--- src/rtl/gfx_pkg.sv ---
// ---------------------------------------------------------------------------
// gfx_pkg
//   Shared types and constants for the graphics pipeline control blocks.
//   fs_state_t : frame_sequencer FSM states (also exported for debug)
//   pose_t     : camera pose record (theta 4.8 fixed point, x/y/z 8.8)
//   DROP_CNT_W : width of the saturating dropped-tick counter
// ---------------------------------------------------------------------------
package gfx_pkg;

   localparam int DROP_CNT_W = 8;
   localparam int POSE_W     = 16;

   typedef enum logic [1:0] {
      IDLE  = 2'd0,
      ISSUE = 2'd1,
      WAIT  = 2'd2,
      KICK  = 2'd3
   } fs_state_t;

   typedef struct packed {
      logic [11:0]       theta;
      logic [POSE_W-1:0] x;
      logic [POSE_W-1:0] y;
      logic [POSE_W-1:0] z;
   } pose_t;

endpackage

--- src/rtl/frame_sequencer.sv ---
// ---------------------------------------------------------------------------
// frame_sequencer
//   Per-frame scheduler for the vertex-transform datapath. A frame tick in
//   IDLE snapshots the camera pose, then one transform request per vertex is
//   issued and its result awaited. After the last vertex the rasterizer is
//   kicked and the double-buffer select flips. Ticks arriving while a frame
//   is still in flight are dropped and counted.
//
// Ports
//   Clk, Reset              clock, synchronous active-high reset
//   frame_clk_rising_edge   one-cycle frame tick
//   theta, x, y, z          live camera pose
//   xf_req_valid/ready      transform request handshake
//   xf_vidx, xf_theta..z    request payload (vertex index + latched pose)
//   xf_rsp_valid            one-cycle pulse: accepted request finished
//   raster_start/done       rasterizer kick / completion pulses
//   buf_sel                 vertex-buffer half currently being written
//   busy                    frame in flight (state != IDLE)
//   frame_drop, drop_cnt    dropped-tick pulse and saturating count
//   state_dbg               current FSM state
//
// Handshake: a request transfers on any cycle where xf_req_valid and
// xf_req_ready are both high. Once valid is raised it stays high, and
// xf_vidx and xf_theta/x/y/z stay unchanged, until that transfer happens.
// Only one request is ever outstanding; the next is issued only after
// xf_rsp_valid for the previous one.
// ---------------------------------------------------------------------------
module frame_sequencer
   import gfx_pkg::*;
#(
   parameter int WI = 8,
   parameter int WF = 8,
   parameter int NV = 8,
   parameter int AW = $clog2(NV)
) (
   input  logic                  Clk,
   input  logic                  Reset,
   input  logic                  frame_clk_rising_edge,
   input  logic [11:0]           theta,
   input  logic [WI+WF-1:0]      x,
   input  logic [WI+WF-1:0]      y,
   input  logic [WI+WF-1:0]      z,
   output logic                  xf_req_valid,
   input  logic                  xf_req_ready,
   output logic [AW-1:0]         xf_vidx,
   output logic [11:0]           xf_theta,
   output logic [WI+WF-1:0]      xf_x,
   output logic [WI+WF-1:0]      xf_y,
   output logic [WI+WF-1:0]      xf_z,
   input  logic                  xf_rsp_valid,
   output logic                  raster_start,
   input  logic                  raster_done,
   output logic                  buf_sel,
   output logic                  busy,
   output logic                  frame_drop,
   output logic [DROP_CNT_W-1:0] drop_cnt,
   output fs_state_t             state_dbg
);

   localparam logic [AW-1:0] LAST_IDX = AW'(NV - 1);

   fs_state_t     state, state_n;
   logic [AW-1:0] idx, idx_n;
   logic          raster_busy;
   logic          tick_accept;
   logic          tick_drop;

   assign tick_accept = frame_clk_rising_edge && (state == IDLE);
   assign tick_drop   = frame_clk_rising_edge && (state != IDLE);

   // Decoded from registered state only; raster_start fires in the first
   // KICK cycle in which the previous raster pass has been released.
   assign xf_req_valid = (state == ISSUE);
   assign raster_start = (state == KICK) && !raster_busy;
   assign busy         = (state != IDLE);
   assign xf_vidx      = idx;
   assign state_dbg    = state;

   always_comb begin
      state_n = state;
      idx_n   = idx;
      case (state)
         IDLE: begin
            if (frame_clk_rising_edge) begin
               state_n = ISSUE;
               idx_n   = '0;
            end
         end
         ISSUE: begin
            if (xf_req_ready) state_n = WAIT;
         end
         WAIT: begin
            if (xf_rsp_valid) begin
               if (idx == LAST_IDX) begin
                  state_n = KICK;
               end else begin
                  state_n = ISSUE;
                  idx_n   = idx + 1'b1;
               end
            end
         end
         KICK: begin
            if (!raster_busy) state_n = IDLE;
         end
         default: state_n = IDLE;
      endcase
   end

   always_ff @(posedge Clk) begin
      if (Reset) begin
         state       <= IDLE;
         idx         <= '0;
         xf_theta    <= '0;
         xf_x        <= '0;
         xf_y        <= '0;
         xf_z        <= '0;
         buf_sel     <= 1'b0;
         raster_busy <= 1'b0;
         frame_drop  <= 1'b0;
         drop_cnt    <= '0;
      end else begin
         state <= state_n;
         idx   <= idx_n;

         // Pose is captured only on an accepted tick so the whole frame
         // is transformed with one consistent camera.
         if (tick_accept) begin
            xf_theta <= theta;
            xf_x     <= x;
            xf_y     <= y;
            xf_z     <= z;
         end

         if (raster_start) buf_sel <= ~buf_sel;

         // raster_start only fires while not busy, so set and clear never
         // collide; a stray raster_done while idle leaves the flag at 0.
         if (raster_start)     raster_busy <= 1'b1;
         else if (raster_done) raster_busy <= 1'b0;

         frame_drop <= tick_drop;
         if (tick_drop && (drop_cnt != '1)) drop_cnt <= drop_cnt + 1'b1;
      end
   end

endmodule

--- config.mk ---
export PLATFORM = sky130hd
export DESIGN_NAME = frame_sequencer
export DESIGN_NICKNAME = d
export VERILOG_FILES = /design/src/rtl/gfx_pkg.sv /design/src/rtl/frame_sequencer.sv
export SDC_FILE = /design/constraint.sdc
export NUM_CORES = 1
export LEC_CHECK = 0
export BUFFER_PORTS_ARGS = -buffer_cell sky130_fd_sc_hd__buf_2
export CAP_MARGIN = 20
export CORE_ASPECT_RATIO = 0.6
export CORE_UTILIZATION = 45
export CTS_CLUSTER_SIZE = 10
export DETAILED_ROUTE_END_ITERATION = 12
export PLACE_DENSITY = 0.75
export SLEW_MARGIN = 10
export SYNTH_ARGS = -nofsm -noshare
export SYNTH_HDL_FRONTEND = slang
export SYNTH_SLANG_ARGS = --single-unit
export TNS_END_PERCENT = 50
--- constraint.sdc ---
create_clock -name Clk -period 1.7 [get_ports Clk]
set_clock_uncertainty 0.1 [all_clocks]
set_input_delay 0.34 -clock Clk [delete_from_list [all_inputs] [get_ports Clk]]
set_output_delay 0.34 -clock Clk [all_outputs]
set_load 0.02 [all_outputs]
==> results.json <==
{
  "peakVddDrop_mv": 0.506,
  "fin_crit_ns": 1.64,
  "slew_headroom_pct": 69.1,
  "criticalPathCategory": "flip-flop to output pin",
  "drt_wl_total_um": 7300,
  "grt_max_degree": 61,
  "core-area_um2": 6110,
  "synthCells": 355,
  "final_hold_viol_count": 0,
  "hp-class": "input port to flip-flop",
  "drtPass1Iterations": 4,
  "synth_edf_count": 0,
  "grt_pass1_vias": 2536,
  "die-area_um2": 6690,
  "fp.dieW_um": 105,
  "yosysWarnings": 0,
  "grt.total_usage_pct": 22.0,
  "port_buffers": 143,
  "overflow": 0,
  "clk_pin_slew_ns": 0.08,
  "tightest_slew_ns": 0.464,
  "worstPathArrival_ns": 1.20,
  "path_cells": "nand2_2 -> or2_4 -> inv_2 -> buf_6",
  "ctsHoldBuffers": 0,
  "final_max_slew_viol_count": 0,
  "antenna_found_initial": 0,
  "htreeDepth": 3,
  "cp.required_ns": 1.26,
  "ios": 144,
  "worstSetupEndpointType": "output pin",
  "area_growth_syn_to_layout_pct": 35.0,
  "dp.final_hpwl_um": 5160,
  "leakage_nw": 1.83,
  "synth_seq_area_share_pct": 53.2,
  "period_share_pct": 96.6,
  "die_h_um": 63.8,
  "clock_sinks": 76,
  "fin_setup_tns_ns": 0,
  "final_cell_area_um2": 3860,
  "cts_tree": "yes",
  "num_antenna_cells": 0,
  "syn_nets": 424,
  "slowest_stage": "dfxtp_4",
  "status": "finished clean",
  "setup_viol_count_final": 0,
  "async_flop_share_pct": 0,
  "drc": 0,
  "ant_nets": 0,
  "drive_gt1_share_pct": 35.3,
  "postSynthAreaPerCell_um2": 8.06,
  "drt_iter0_markers": 187,
  "initial_core_util_pct": 46.8,
  "root_buffer": "clkbuf_8",
  "cts_buffers": 9,
  "rsz0062_at_grt": "false",
  "cellPowerDensity_nw_per_um2": 1030,
  "drv_cap": 0,
  "viasPerCell": 4.81,
  "synthFlopType": "dfxtp_1",
  "clk_latency_ns": 0.33,
  "synth_seq_cells": 76,
  "cp_max_fo": 7,
  "detail_route.wl_per_cell_um": 12.5,
  "max_clock_freq_mhz": 609,
  "clockBufferDepth": 2,
  "dpl_cell_area_um2": 3640,
  "num_rows": 22,
  "vias": 2800,
  "whs_ns": 0.134,
  "start_kind": "flip-flop",
  "slowest_delay_ns": 0.39,
  "ys_types": 34,
  "grt_first_pass_wirelength_um": 11600,
  "gp_congestion": 0.853,
  "nets": 562,
  "netlist_area_um2": 2860
}
## flip-flops by register name, summed over array words and instances (netlist names)
| name | flops |
|---|---|
| frame_drop | 1 |
| buf_sel | 1 |
| drop_cnt | 8 |
| state_dbg | 2 |
| xf_vidx | 3 |
| xf_x | 16 |
| raster_busy | 1 |
| xf_theta | 12 |
| xf_y | 16 |
| xf_z | 16 |
## cells in the mapped netlist, types with 3 or more instances
cell type	n	share of area [%]
nor3_1	4	0.70
nand3_1	4	0.70
clkbuf_1	8	1.0
buf_4	7	1.8
inv_1	5	0.66
ha_1	3	1.3
a21oi_1	68	12
dfxtp_1	76	53
buf_2	7	1.2
nor2_1	10	1.3
nor2b_1	3	0.66
nand2_1	126	17
nand2b_1	4	0.87
## cells by family (layout without fill, tap and decap cells)
logic type | Yosys count | in the layout | synth area share (%)
compound gates | 79 | 79 | 14.9
fa+ha+maj | 3 | 3 | 1.31
xor+xnor | 3 | 3 | 0.918
mux | 3 | 3 | 1.09
simple gates | 162 | 162 | 23.6
buf+inv | 29 | 172 | 5.03
flops | 76 | 76 | 53.2
## final timing paths
check	start	end	slack (ns)	cells after the start
worst min-delay path	theta[10]	xf_theta[10]$_SDFFE_PP0P_	0.13	3
worst max-delay path	state_dbg[1]$_SDFFE_PP0P_	raster_start	0.06	4
worst max register to register	xf_vidx[0]$_SDFFE_PP0P_	xf_vidx[0]$_SDFFE_PP0P_	0.08	6
worst min register to register	xf_y[8]$_SDFFE_PP0P_	xf_y[8]$_SDFFE_PP0P_	0.35	2
## metrics by stage
stage	power [W]	setup slack [ns]	util, %	cells
2_1_floorplan	0.00238	0.119	-	355
3_3_place_gp	0.00262	0.170	59.6	566
3_5_place_dp	0.00264	0.112	59.6	566
4_1_cts	0.00401	0.00507	63.0	582
5_1_grt	0.00418	0.00397	63.2	582
6_report	0.00396	0.0583	63.2	582
## worst max-delay path, delay by kind of cell, from the launching register on
kind / cells / cell delay (ns)
buf+inv: 2 / 0.18
simple gates: 2 / 0.30
flops: 1 / 0.39
## routing by layer
metal  part of all wire, %  GRT usage [%]  up-vias
met5                     0              0        -
met4                  0.62           7.39        0
met3                   7.4           7.45        5
met2                    46           36.4      115
met1                    46           26.9     1246
li1                      -              -     1434
## report_power, final
group          leakage (nW)  internal, W  total (W)  switching [W]
clock                0.0918     0.000721    0.00137       0.000649
combinational          1.11     0.000241   0.000652       0.000411
sequential            0.623      0.00188    0.00194      0.0000559
## cells in the final DEF, fill, tap and decap left out, types with 3 or more instances in the layout
master      synthesis  routed
a21oi_1            68      68
nand2b_1            4       4
clkinvlp_4          0       3
nor2_1             10      10
nor3_1              4       4
nand3_1             4       4
buf_4               7       5
clkbuf_8            0      10
nand2_1           126     124
ha_1                3       3
nor2b_1             3       3
dfxtp_1            76      74
buf_2               7     142
inv_1               5       5
## what timing repair did
item,4_1_cts,5_1_grt
resized for setup,4,4
gates cloned,0,0
buffers inserted,0,0
pin swaps,0,1
setup endpoints to repair,2,1
## cell type report
cell class | count | area [µm²]
Clock inverter | 5 | 61.3
Fill cell | 563 | 2250
Sequential cell | 76 | 1530
Timing Repair Buffer | 150 | 800
Multi-Input combinational cell | 250 | 1200
Inverter | 6 | 22.5
Tap cell | 84 | 105
Clock buffer | 11 | 141
Power figures use the tool's default switching activity.
